`src/rtl/dmem_arbiter.sv`:
```
// -----------------------------------------------------------------------------
// dmem_arbiter
//
// Shares the single data-memory port between the pipeline memory stage (CPU)
// and a DMA engine that issues fixed-length bursts. The CPU normally wins.
// A saturating wait counter force-grants a DMA request that has been denied
// for MAX_WAIT cycles, and that forced grant holds for the whole burst.
// Reads return through registered per-requester response paths. Writes whose
// address falls outside the Dmem window are suppressed and flagged.
//
// Parameters
//   MAX_WAIT   cycles a pending DMA request may be denied before it is forced
//              (must be >= 1)
//
// Ports
//   clk, reset                 clock, synchronous active-high reset
//   CpuReq/CpuWrite            CPU request / write enable
//   CpuAddr/CpuWData           CPU byte address / write data
//   CpuStall                   CpuReq & ~CPU grant (combinational)
//   CpuRData/CpuRValid         registered CPU read response
//   DmaReq/DmaWrite            DMA burst request / direction (sampled on beat 0)
//   DmaAddr/DmaLen             burst start address / beats-1 (sampled on beat 0)
//   DmaWData                   per-beat DMA write data
//   DmaGnt                     current DMA beat accepted this cycle
//   DmaRData/DmaRValid         registered DMA read response
//   DmaDone                    one-cycle pulse after the last beat of a burst
//   MemWrite/ALUResult/WriteData  Dmem write enable / address / write data
//   ReadData                   Dmem combinational read data
//   AddrErr                    sticky out-of-range write flag
// -----------------------------------------------------------------------------
module dmem_arbiter #(
    parameter int MAX_WAIT = 8
) (
    input  logic        clk,
    input  logic        reset,

    input  logic        CpuReq,
    input  logic        CpuWrite,
    input  logic [31:0] CpuAddr,
    input  logic [31:0] CpuWData,
    output logic        CpuStall,
    output logic [31:0] CpuRData,
    output logic        CpuRValid,

    input  logic        DmaReq,
    input  logic        DmaWrite,
    input  logic [31:0] DmaAddr,
    input  logic [3:0]  DmaLen,
    input  logic [31:0] DmaWData,
    output logic        DmaGnt,
    output logic [31:0] DmaRData,
    output logic        DmaRValid,
    output logic        DmaDone,

    output logic        MemWrite,
    output logic [31:0] ALUResult,
    output logic [31:0] WriteData,
    input  logic [31:0] ReadData,

    output logic        AddrErr
);

    localparam int WAIT_W = $clog2(MAX_WAIT + 1);
    localparam logic [WAIT_W-1:0] WAIT_LIMIT = WAIT_W'(MAX_WAIT);

    // Response channel indices for the generate loop below.
    localparam int CH_CPU = 0;
    localparam int CH_DMA = 1;

    typedef enum logic {
        IDLE,
        DMA_BURST
    } state_t;

    state_t             state_reg, state_next;
    logic [31:0]        beat_addr_reg, beat_addr_next;
    logic [3:0]         beat_cnt_reg, beat_cnt_next;
    logic               burst_write_reg, burst_write_next;
    logic [WAIT_W-1:0]  wait_cnt_reg, wait_cnt_next;
    logic               done_reg, done_next;
    logic               addr_err_reg, addr_err_next;

    logic               force_grant;
    logic               cpu_gnt;
    logic               dma_gnt;
    logic               dma_write_eff;
    logic [31:0]        dma_addr_eff;

    logic               gnt_any;
    logic               gnt_write;
    logic [31:0]        gnt_addr;
    logic [31:0]        gnt_wdata;
    logic               in_range;

    logic               rd_gnt     [0:1];
    logic [31:0]        rdata_reg  [0:1];
    logic               rvalid_reg [0:1];

    // A DMA request that has waited the full budget takes the port even if
    // the CPU is asking for it.
    assign force_grant = DmaReq && (wait_cnt_reg == WAIT_LIMIT);

    // -------------------------------------------------------------------------
    // Arbitration FSM: next state, grants and burst bookkeeping.
    // Grants are withheld while reset is asserted so that a burst interrupted
    // by reset cannot push one more write into Dmem on the reset cycle.
    // -------------------------------------------------------------------------
    always_comb begin
        state_next       = state_reg;
        beat_addr_next   = beat_addr_reg;
        beat_cnt_next    = beat_cnt_reg;
        burst_write_next = burst_write_reg;
        done_next        = 1'b0;
        cpu_gnt          = 1'b0;
        dma_gnt          = 1'b0;
        dma_write_eff    = burst_write_reg;
        dma_addr_eff     = beat_addr_reg;

        if (!reset) begin
            case (state_reg)
                IDLE: begin
                    // Beat 0 is driven straight from the request fields.
                    dma_write_eff = DmaWrite;
                    dma_addr_eff  = DmaAddr;
                    cpu_gnt       = CpuReq && !force_grant;
                    dma_gnt       = DmaReq && (!CpuReq || force_grant);
                    if (dma_gnt) begin
                        beat_addr_next   = DmaAddr + 32'd4;
                        beat_cnt_next    = DmaLen;
                        burst_write_next = DmaWrite;
                        if (DmaLen != 4'd0) begin
                            state_next = DMA_BURST;
                        end else begin
                            done_next = 1'b1;
                        end
                    end
                end

                DMA_BURST: begin
                    if (DmaReq) begin
                        dma_gnt        = 1'b1;
                        beat_addr_next = beat_addr_reg + 32'd4;
                        beat_cnt_next  = beat_cnt_reg - 4'd1;
                        if (beat_cnt_reg == 4'd1) begin
                            state_next = IDLE;
                            done_next  = 1'b1;
                        end
                    end else begin
                        // Requester dropped mid-burst: abandon it silently.
                        state_next = IDLE;
                    end
                end

                default: state_next = IDLE;
            endcase
        end
    end

    // -------------------------------------------------------------------------
    // Starvation counter: counts denied DMA cycles, saturates at the limit,
    // and clears whenever the DMA is served or stops asking.
    // -------------------------------------------------------------------------
    always_comb begin
        wait_cnt_next = '0;
        if (DmaReq && !dma_gnt) begin
            if (wait_cnt_reg == WAIT_LIMIT) begin
                wait_cnt_next = wait_cnt_reg;
            end else begin
                wait_cnt_next = wait_cnt_reg + WAIT_W'(1);
            end
        end
    end

    // -------------------------------------------------------------------------
    // Memory port mux. Idle port drives zeros so Dmem sees a quiet bus.
    // -------------------------------------------------------------------------
    always_comb begin
        gnt_any   = cpu_gnt || dma_gnt;
        gnt_write = 1'b0;
        gnt_addr  = '0;
        gnt_wdata = '0;
        if (cpu_gnt) begin
            gnt_write = CpuWrite;
            gnt_addr  = CpuAddr;
            gnt_wdata = CpuWData;
        end else if (dma_gnt) begin
            gnt_write = dma_write_eff;
            gnt_addr  = dma_addr_eff;
            gnt_wdata = DmaWData;
        end
    end

    // Dmem covers the low 8 MiB; anything above is not backed by memory.
    assign in_range      = (gnt_addr[31:23] == 9'd0);
    assign addr_err_next = addr_err_reg || (gnt_any && gnt_write && !in_range);

    assign MemWrite  = gnt_any && gnt_write && in_range;
    assign ALUResult = gnt_addr;
    assign WriteData = gnt_wdata;
    assign CpuStall  = CpuReq && !cpu_gnt;
    assign DmaGnt    = dma_gnt;
    assign DmaDone   = done_reg;
    assign AddrErr   = addr_err_reg;

    // -------------------------------------------------------------------------
    // State registers.
    // -------------------------------------------------------------------------
    always_ff @(posedge clk) begin
        if (reset) begin
            state_reg       <= IDLE;
            beat_addr_reg   <= '0;
            beat_cnt_reg    <= '0;
            burst_write_reg <= 1'b0;
            wait_cnt_reg    <= '0;
            done_reg        <= 1'b0;
            addr_err_reg    <= 1'b0;
        end else begin
            state_reg       <= state_next;
            beat_addr_reg   <= beat_addr_next;
            beat_cnt_reg    <= beat_cnt_next;
            burst_write_reg <= burst_write_next;
            wait_cnt_reg    <= wait_cnt_next;
            done_reg        <= done_next;
            addr_err_reg    <= addr_err_next;
        end
    end

    // -------------------------------------------------------------------------
    // Registered read responses, one identical channel per requester.
    // RData keeps the last read value; RValid is a single-cycle strobe.
    // -------------------------------------------------------------------------
    assign rd_gnt[CH_CPU] = cpu_gnt && !CpuWrite;
    assign rd_gnt[CH_DMA] = dma_gnt && !dma_write_eff;

    genvar gi;
    generate
        for (gi = 0; gi < 2; gi++) begin : g_resp
            always_ff @(posedge clk) begin
                if (reset) begin
                    rvalid_reg[gi] <= 1'b0;
                    rdata_reg[gi]  <= '0;
                end else begin
                    rvalid_reg[gi] <= rd_gnt[gi];
                    if (rd_gnt[gi]) begin
                        rdata_reg[gi] <= ReadData;
                    end
                end
            end
        end
    endgenerate

    assign CpuRData  = rdata_reg[CH_CPU];
    assign CpuRValid = rvalid_reg[CH_CPU];
    assign DmaRData  = rdata_reg[CH_DMA];
    assign DmaRValid = rvalid_reg[CH_DMA];

endmodule

```
`config.mk`:
```
export PLATFORM = sky130hd
export DESIGN_NAME = dmem_arbiter
export DESIGN_NICKNAME = d
export VERILOG_FILES = /design/src/rtl/dmem_arbiter.sv
export SDC_FILE = /design/constraint.sdc
export NUM_CORES = 1
export LEC_CHECK = 0
export BUFFER_PORTS_ARGS = -buffer_cell sky130_fd_sc_hd__buf_2
export CORE_MARGIN = 8
export CORE_UTILIZATION = 47
export CTS_CLUSTER_SIZE = 16
export DETAILED_ROUTE_END_ITERATION = 8
export MAX_ROUTING_LAYER = met4
export PLACE_DENSITY = 0.87
export SYNTH_ARGS = -nofsm -noshare
export SYNTH_HDL_FRONTEND = slang
export SYNTH_SLANG_ARGS = --single-unit
```
`constraint.sdc`:
```
create_clock -name clk -period 4.4 [get_ports clk]
set_input_delay 0.66 -clock clk [delete_from_list [all_inputs] [get_ports clk]]
set_output_delay 0.66 -clock clk [all_outputs]
set_load 0.03 [all_outputs]
```
==> flow_summary.toml, run 1 <==
[status]
outcome = "completed"

[sta]
slew_viol_final = 0
max_slew_margin_pct = 46.7
period_needed_ps = 3370
post-route-period-util_pct = 76.7
rsz0062_at_grt = "false"
hold_viol = 0
setup_viol = 0
worst_pin_slew_ps = 799
fin_setup_tns_ps = 0
setup_slack_ps = 1030
fmax_mhz = 296
fin_skew_ps = 10.6

[detailed_routing]
drt_iter0_drc = 596
antenna_left = 0
routed_wl_mm = 21.8
viasPerCell = 5.57
drc = 0
first_pass_iters = 5
wl_per_cell_um = 19.1
vias = 6354

[floorplanning]
die_w_um = 131
num_rows = 42
die_h_um = 131
coreArea_um2 = 13100
initial_core_util_pct = 47.5
die-area_um2 = 17200
num_io_pins = 305

[clock_tree]
hold_buffers = 0
clk_pin_slew_worst_paths_ps = 70
post_cts.resized_instances = 0
post_cts_buffers = 0
cts-root-buf = "clkbuf_16"
cts_tree = "done"
cts.sinks = 110
clk_latency_ps = 360
htreeDepth = 3
cts_buffers = 9
cts_buffer_depth = 2

[final_layout]
final_cell_mix = "buf_2, nand2_1, edfxtp_1"
final_cell_area_um2 = 8160
syn_to_final_growth_pct = 31.3
nets = 1130
final_common_cell = "buf_2"
largest_register_ffs = 64
final_cells = 1140
drive_gt1_share_pct = 36.4

[critical_path]
critPathMaxStageDelay_ps = 670
path_class = "flop to output pin"
cp_top_family = "flip-flops"
path_buf_inv = 2
crit_arrival_ps = 2710
cp_cell_sequence = "buf_4, mux2i_1, nand3_1, a21oi_1, o21ai_0, nor2b_1, buf_2"
required_ps = 3740
cp_slowest_cell = "dfxtp_2"
reg2reg_slack_ps = 1160
path_depth = 7
crit_fanout = 28
worstSetupEndpointType = "output pin"
start_kind = "flop"
r2r_cells = 6

[power_and_ir_drop]
power_leakage_uw = 0.00377
p_total_uw = 2550
swShare_pct = 31.7
internal_power_uw = 1740
p_per_area_nw_per_um2 = 313
power.share.clock_pct = 30.1
irDropWorstVdd_uv = 221
pwr-share-comb_pct = 23.5
p_seq_share_pct = 46.4
p_sw_uw = 810

[place]
hpwl_mm = 16.6
port_buffers = 304
gp_congestion = 0.914
placed_cell_area_um2 = 7880
placed_cells = 1120
pre_cts_slack_ps = 1190

[global_routing]
globalRouteOverflowTotal = 0
grt_antenna_before_repair = 5
grt_max_degree = 46
grt_pass1_vias = 6171
grt_pass1_wl_mm = 32.1
grt_usage_pct = 24.8

[logic_synthesis]
seq_area_frac_synth_pct = 45.7
ys_types = 56
synth_area_um2 = 6210
synthesis.instances = 677
synth_edf_count = 64
syn_area_per_cell_um2 = 9.18
synth_ff_type = "edfxtp_1"
syn_nets = 852
synth_seq_cells = 110
yosys_warnings = 0
synthArstFlopShare_pct = 0

[flow_run]
cap_violations = 0

[worst_hold_path]
whs_path_depth = 2
hold_path_class = "flop to flop"
-- cell type report --
cell class,count,area (um2)
clock inverter,5,43.8
inverter,10,37.5
multi-input combinational,506,3140
antenna,5,12.5
sequential,110,2840
timing repair buffer,318,1640
tap,176,220
fill,1061,4920
clock buffer,10,229
-- cells in the mapped netlist (all sizes together) (10+ instances only) --
| master | n | area share [%] |
|---|---|---|
| a21oi | 36 | 2.9 |
| a22o | 36 | 5.1 |
| and2 | 35 | 3.5 |
| and3 | 36 | 3.6 |
| buf | 10 | 0.83 |
| clkbuf | 41 | 2.5 |
| dfxtp | 46 | 15 |
| edfxtp | 64 | 31 |
| inv | 10 | 0.60 |
| mux2i | 27 | 4.3 |
| nand2 | 83 | 5.0 |
| nand3 | 26 | 2.2 |
| nand3b | 12 | 1.7 |
| nor2 | 31 | 1.9 |
| nor2b | 14 | 1.4 |
| o21ai | 63 | 5.1 |
-- power groups by stage --
stage / registers (uW) / clock network (uW) / logic, uW
floorplan: 1270 / 0 / 296
global placement: 1200 / 0 / 589
detailed placement: 1210 / 0 / 596
CTS: 1180 / 781 / 599
global route: 1190 / 815 / 645
finish: 1180 / 769 / 599
-- path summary, 6_finish.rpt --
| check | start | to |
|---|---|---|
| worst max-delay path | state_reg | MemWrite |
| worst min-delay path | beat_addr_reg[21] | beat_addr_reg[21] |
| worst max register to register | state_reg | beat_addr_reg[28] |
| worst min register to register | beat_addr_reg[21] | beat_addr_reg[21] |
-- through the flow --
stage	util, %	hold slack (ps)
global route	62.4	479
floorplan	-	425
CTS	62.3	457
detailed placement	60.2	446
global placement	60.2	440
finish	62.4	455
-- kinds of logic after synthesis --
| kind of cell | Yosys count | synth area share [%] |
|---|---|---|
| AND/OR/NAND/NOR | 282 | 24.2 |
| flip-flops | 110 | 45.7 |
| adder cells (fa/ha/maj) | 5 | 1.01 |
| buffers and inverters | 61 | 3.91 |
| AO/OA/AOI/OAI | 176 | 18.4 |
| XOR/XNOR | 11 | 1.55 |
| multiplexers | 32 | 5.25 |
-- tightest hold or removal path, stage by stage, from the launching register on --
cell and delay [ps]:
dfxtp_1 310, nand2_1 50, a21oi_1 50
-- layer usage --
layer | GRT usage [%] | wire [um]
met1 | 30.3 | 8850
met2 | 39.7 | 10600
met3 | 6.21 | 1970
met4 | 7.63 | 364
met5 | - | 0
No activity file was read; power rests on OpenSTA's default activity.
==> run 2: changes to the inputs <==
--- a/config.mk
+++ b/config.mk
@@ -5,13 +5,14 @@
 export SDC_FILE = /design/constraint.sdc
 export NUM_CORES = 1
 export LEC_CHECK = 0
+export ABC_AREA = 1
 export BUFFER_PORTS_ARGS = -buffer_cell sky130_fd_sc_hd__buf_2
 export CORE_MARGIN = 8
-export CORE_UTILIZATION = 47
+export CORE_UTILIZATION = 43
 export CTS_CLUSTER_SIZE = 16
 export DETAILED_ROUTE_END_ITERATION = 8
 export MAX_ROUTING_LAYER = met4
-export PLACE_DENSITY = 0.87
+export PLACE_DENSITY = 0.83
 export SYNTH_ARGS = -nofsm -noshare
 export SYNTH_HDL_FRONTEND = slang
 export SYNTH_SLANG_ARGS = --single-unit
==> constraint.sdc (replaced) <==
create_clock -name clk -period 2.84 [get_ports clk]
set_input_delay 0.426 -clock clk [delete_from_list [all_inputs] [get_ports clk]]
set_output_delay 0.426 -clock clk [all_outputs]
set_load 0.03 [all_outputs]
==> run 2 against run 1 <==
  * Register-to-register slack got worse by 760 ps
  * Sequential power rose by 55%
  * Via count rose by 3.6%
  * Critical path depth rose by 4
  * Flip-flop and latch count did not move
  * Sequential share of layout area is 1.0 points lower
  * Cell count grew 13%
  * Critical endpoint unchanged
  * Largest cell class is now sequential cells
  * Highest routed layer unchanged
==> flow_summary.toml, run 2 <==
[logic_synthesis]
yosys_warnings = 0
synth_compound_area_share_pct = 15.7
synth_top_family_by_area = "simple AND/OR/NAND/NOR gates"
synth_xor_area_share_pct = 2.07
seq_area_frac_synth_pct = 44.7
synth_top_cell_area_share_pct = 30.2
synth_area_um2 = 6360
yosys.area.top_type = "edfxtp_1"
synth_mux_area_share_pct = 0.315
synth-simple-area-share_pct = 24.9
synth_seq_cells = 110
yosys-top-cells-area = "edfxtp_1, dfxtp_1, nand2_1"
ys_types = 44
syn_area_per_cell_um2 = 7.95
synthTopCellsByCount = "nand2_1, inv_1, nor2_1"
synth_ff_type = "edfxtp_1"
synth_edf_count = 64
yosysMostFrequentCell = "nand2_1"
synthAdderAreaFrac_pct = 0.984
syn_nets = 975
synthArstFlopShare_pct = 0
synthesis.instances = 800

[detailed_routing]
viasPerCell = 5.10
wl_per_cell_um = 17.1
drc = 0
vias = 6584
routed_wl_mm = 22.1
antenna_left = 0
first_pass_iters = 5
drt_iter0_drc = 617

[status]
outcome = "completed"

[critical_path]
cp_cell_sequence = "inv_1, ha_1, nand4_1, nand3_2, nor2_8, inv_1, o21ai_1, inv_1, nand2_1, nor3_1, buf_4"
r2r-end = "beat_cnt_reg[2]"
cp_slowest_cell = "dfxtp_1"
crit_fanout = 13
path_class = "flop to output pin"
r2r_cells = 10
worstSetupEndpointType = "output pin"
required_ps = 2410
path_buf_inv = 4
start_kind = "flop"
r2r-start = "wait_cnt_reg[0]"
cp_top_family = "simple AND/OR/NAND/NOR gates"
reg2reg_slack_ps = 400
crit_arrival_ps = 2300
path_depth = 11
crit_top_cell = "inv_1"
critPathMaxStageDelay_ps = 380

[place]
gp_congestion = 0.904
hpwl_mm = 17.5
port_buffers = 304
pre_cts_slack_ps = 332

[final_layout]
largest_register_ffs = 64
nets = 1274
final_common_cell = "buf_2"
fillerInstances = 1302
syn_to_final_growth_pct = 32.3
drive_gt1_share_pct = 35.4
multi_input_area_um2 = 2810
utilization_pct = 58.1
seqCellArea_um2 = 2840
final_cell_mix = "buf_2, nand2_1, inv_1"

[clock_tree]
cts_buffers = 9
hold_buffers = 0
cts.sinks = 110
htreeDepth = 3
cts_buffer_depth = 2
clk_pin_slew_worst_paths_ps = 70
cts-root-buf = "clkbuf_16"
cts_tree = "done"
clk_latency_ps = 360

[power_and_ir_drop]
power_leakage_uw = 0.00433
irDropWorstVdd_uv = 305
p_per_area_nw_per_um2 = 493

[sta]
hold_viol = 0
setup_slack_ps = 112
fmax_mhz = 367
hold_slack_ps = 283
setup_viol = 0
fin_skew_ps = 7.12
worst_pin_slew_ps = 739
period_needed_ps = 2730
post-route-period-util_pct = 96.1
slew_viol_final = 0
max_slew_margin_pct = 50.2
rsz0062_at_grt = "true"

[global_routing]
grt_antenna_before_repair = 1
grt_usage_pct = 22.5
grt_max_degree = 37
grt_pass1_wl_mm = 32.8
grt_pass1_vias = 6361
globalRouteOverflowTotal = 0

[worst_hold_path]
holdCritStartpoint = "CpuWrite"
whs_endpoint = "rvalid_reg[0]"
whs_path_depth = 2
hold_path_class = "primary input to flop"

[floorplanning]
die_h_um = 138
initial_core_util_pct = 43.9
coreArea_um2 = 14500
die_w_um = 138
num_io_pins = 305
num_rows = 44
die-area_um2 = 18900

[flow_run]
cap_violations = 0
-- run 2: cell count changes in the layout (fill, tap and decap cells not counted), sizes merged, moves of 10 or more --
cell   delta
nor2     +83
buf      +10
and2     -35
nand2    +76
nand3    +17
inv     +123
o31ai    +16
nor2b    -14
a21oi    -19
mux2i    -25
and3     -36
-- run 2: timing repair --
item	in CTS	in global routing
hold endpoints to repair	0	0
pin swaps	0	1
setup endpoints to repair	37	7
setup buffers	0	4
resized for setup	3	5
gates cloned	0	0
-- run 2: power by group --
group	switching, uW	total (uW)	internal (uW)
clock network	644	1270	630
registers	39.7	1830	1790
logic	713	1040	332
-- run 2: metrics by stage --
stage / total power, uW / std cells / cell area, um2 / setup TNS [ps]
final: 4150 / 1290 / 8410 / 0
after CTS: 4160 / 1284 / 8370 / 0
after global placement: 2880 / 1268 / 8060 / 0
after global routing: 4330 / 1289 / 8410 / -51.9
after floorplan: 2530 / 800 / 6360 / 0
after detailed placement: 2900 / 1268 / 8060 / 0
-- run 2: final cells by class --
| class | instances | area share, % |
|---|---|---|
| sequential | 110 | 33.8 |
| multi-input combinational | 518 | 33.3 |
| timing repair buffer | 328 | 20.5 |
| inverter | 132 | 5.95 |
| tap | 184 | 2.74 |
| clock buffer | 9 | 2.68 |
| clock inverter | 7 | 0.952 |
| antenna | 2 | 0.0595 |
-- run 2: routing by layer --
metal	vias to the layer above	global-route usage (%)	wire, um
met1	2986	28.1	9020
met4	0	5.25	381
met5	-	-	0
met3	37	4.70	2120
li1	3236	-	-
met2	325	36.6	10600
-- run 2: how the worst max path moves through the flow --
stage / endpoint / slack (ps) / startpoint
2_1_floorplan: rdata_reg[0][0] / 170 / wait_cnt_reg[0]
3_3_place_gp: ALUResult[0] / 350 / wait_cnt_reg[0]
4_1_cts: MemWrite / 90 / wait_cnt_reg[0]
3_5_place_dp: ALUResult[0] / 330 / wait_cnt_reg[0]
5_1_grt: MemWrite / -50 / wait_cnt_reg[0]
6_report: MemWrite / 110 / wait_cnt_reg[0]
-- run 2: logic make-up after synthesis --
logic type | count (synthesis)
AO/OA/AOI/OAI | 145
XOR/XNOR | 15
AND/OR/NAND/NOR | 351
buffers and inverters | 172
flip-flops | 110
multiplexers | 2
adder cells (fa/ha/maj) | 5
==> run 3: changes to the inputs <==
--- a/config.mk
+++ b/config.mk
@@ -13,6 +13,7 @@
 export DETAILED_ROUTE_END_ITERATION = 8
 export MAX_ROUTING_LAYER = met4
 export PLACE_DENSITY = 0.83
+export RECOVER_POWER = 100
 export SYNTH_ARGS = -nofsm -noshare
 export SYNTH_HDL_FRONTEND = slang
 export SYNTH_SLANG_ARGS = --single-unit
==> run 3 against run 2 <==
  * Clock skew about the same
  * Sequential share of layout area is 0.62 points higher
  * Worst setup slack worse by 36 ps
  * Critical path depth fell by 3
  * First-iteration DRC count decreased by 7.5%
  * Via count up 0.21%
  * Count of clock-buffer cells in the layout did not move
  * Register-to-register slack worse by 100 ps
  * Critical endpoint is now WriteData[12]
  * Hold slack better by 1.8 ps
==> flow_summary.toml, run 3 (synthesis results as in run 2) <==
[detailed_routing]
wl_per_cell_um = 17.2
routed_wl_mm = 22.2
vias = 6598
first_pass_iters = 5
drt_iter0_drc = 571
viasPerCell = 5.11
drc = 0
antenna_left = 0

[place]
gp_congestion = 0.904
pre_cts_slack_ps = 332
hpwl_mm = 17.5
placed_cell_area_um2 = 8060
port_buffers = 304
placed_cells = 1268

[critical_path]
start_kind = "flop"
reg2reg_slack_ps = 300
r2r_cells = 12
r2r-end = "beat_addr_reg[17]"
required_ps = 2410
worstSetupEndpointType = "output pin"
crit_fanout = 34
crit_arrival_ps = 2340
r2r-start = "state_reg"
path_class = "flop to output pin"

[sta]
hold_slack_ps = 285
hold_viol = 0
max_slew_margin_pct = 52.9
setup_slack_ps = 76.0
slew_viol_final = 0
fmax_mhz = 362
period_needed_ps = 2760
rsz0062_at_grt = "true"
setup_viol = 0
worst_pin_slew_ps = 700
post-route-period-util_pct = 97.3
fin_skew_ps = 7.29

[final_layout]
final_common_cell = "buf_2"
final_cell_mix = "buf_2, nand2_1, inv_1"
drive_gt1_share_pct = 27.7
multi_input_area_um2 = 2760
largest_register_ffs = 64
syn_to_final_growth_pct = 29.9
final_cells = 1290
fillerInstances = 1368
nets = 1274
seqCellArea_um2 = 2840
final_cell_area_um2 = 8260

[power_and_ir_drop]
p_per_area_nw_per_um2 = 499
irDropWorstVdd_uv = 305
p_total_uw = 4130
power_leakage_uw = 0.00403

[clock_tree]
cts_buffer_depth = 2
htreeDepth = 3
cts_tree = "done"
cts_buffers = 9
hold_buffers = 0
cts-root-buf = "clkbuf_16"
clk_latency_ps = 360
clk_pin_slew_worst_paths_ps = 70
cts.sinks = 110

[floorplanning]
num_rows = 44
coreArea_um2 = 14500
die_h_um = 138
num_io_pins = 305
initial_core_util_pct = 43.9
die_w_um = 138
die-area_um2 = 18900

[global_routing]
globalRouteOverflowTotal = 0
grt_max_degree = 37
grt_pass1_wl_mm = 32.8
grt_antenna_before_repair = 1
grt_usage_pct = 22.5
grt_pass1_vias = 6361

[status]
outcome = "completed"

[flow_run]
cap_violations = 0

[worst_hold_path]
whs_endpoint = "rvalid_reg[0]"
hold_path_class = "primary input to flop"
holdCritStartpoint = "CpuWrite"
whs_path_depth = 2
==> run 3: cell types whose count changed in the layout (fill, tap and decap cells not counted), sizes merged <==
cell    before  now
buf        328  194
clkbuf       9  143
==> run 3: worst max-delay path, stage by stage, from the launching register on <==
cell      delay, ps
dfxtp_1         380
inv_1            70
ha_1            210
nand4_1         120
nand3_2         150
nor2_8          270
buf_6           290
a22o_1          240
clkbuf_2        230
==> run 3: what timing repair did <==
action / in CTS / in global routing
hold endpoints to repair: 0 / 0
gates resized for setup: 3 / 5
endpoints found under the setup margin: 37 / 7
buffers inserted: 0 / 4
pin swaps: 0 / 1
==> run 3: area by class of cell <==
| class | instances | share of cell area [%] |
|---|---|---|
| Timing Repair Buffer | 328 | 19.6 |
| Multi-Input combinational cell | 518 | 33.4 |
| Antenna cell | 2 | 0.0606 |
| Inverter | 132 | 6.06 |
| Sequential cell | 110 | 34.4 |
| Clock buffer | 9 | 2.73 |
| Clock inverter | 7 | 0.969 |
| Tap cell | 184 | 2.79 |
==> run 3: layer usage <==
metal  global-route usage [%]  part of all wire (%)  vias to the layer above  wire length [um]
met3                     4.70                    10                       25              2220
met1                     28.1                    40                     3023              8980
met5                        -                     0                        -                 0
li1                         -                     -                     3234                 -
met4                     5.25                   1.3                        0               284
met2                     36.6                    48                      316             10700
==> run 3: how the worst max path moves through the flow <==
stage / start / to / slack (ps) / cells after the start
after floorplan: wait_cnt_reg[0] / rdata_reg[0][0] / 170 / 11
after global placement: wait_cnt_reg[0] / ALUResult[0] / 350 / 9
after detailed placement: wait_cnt_reg[0] / ALUResult[0] / 330 / 9
after CTS: wait_cnt_reg[0] / MemWrite / 90 / 11
after global routing: wait_cnt_reg[0] / MemWrite / -50 / 11
final: wait_cnt_reg[0] / WriteData[12] / 80 / 8
==> run 3: power breakdown <==
group | internal [uW] | switching, uW
registers | 1790 | 42.2
clock network | 630 | 643
logic | 308 | 710
==> run 3: metrics by stage <==
stage	TNS [ps]	utilization, %
after floorplan	0	-
after global placement	0	55.6
after detailed placement	0	55.6
after CTS	0	57.8
after global routing	-51.9	57.0
final	0	57.1
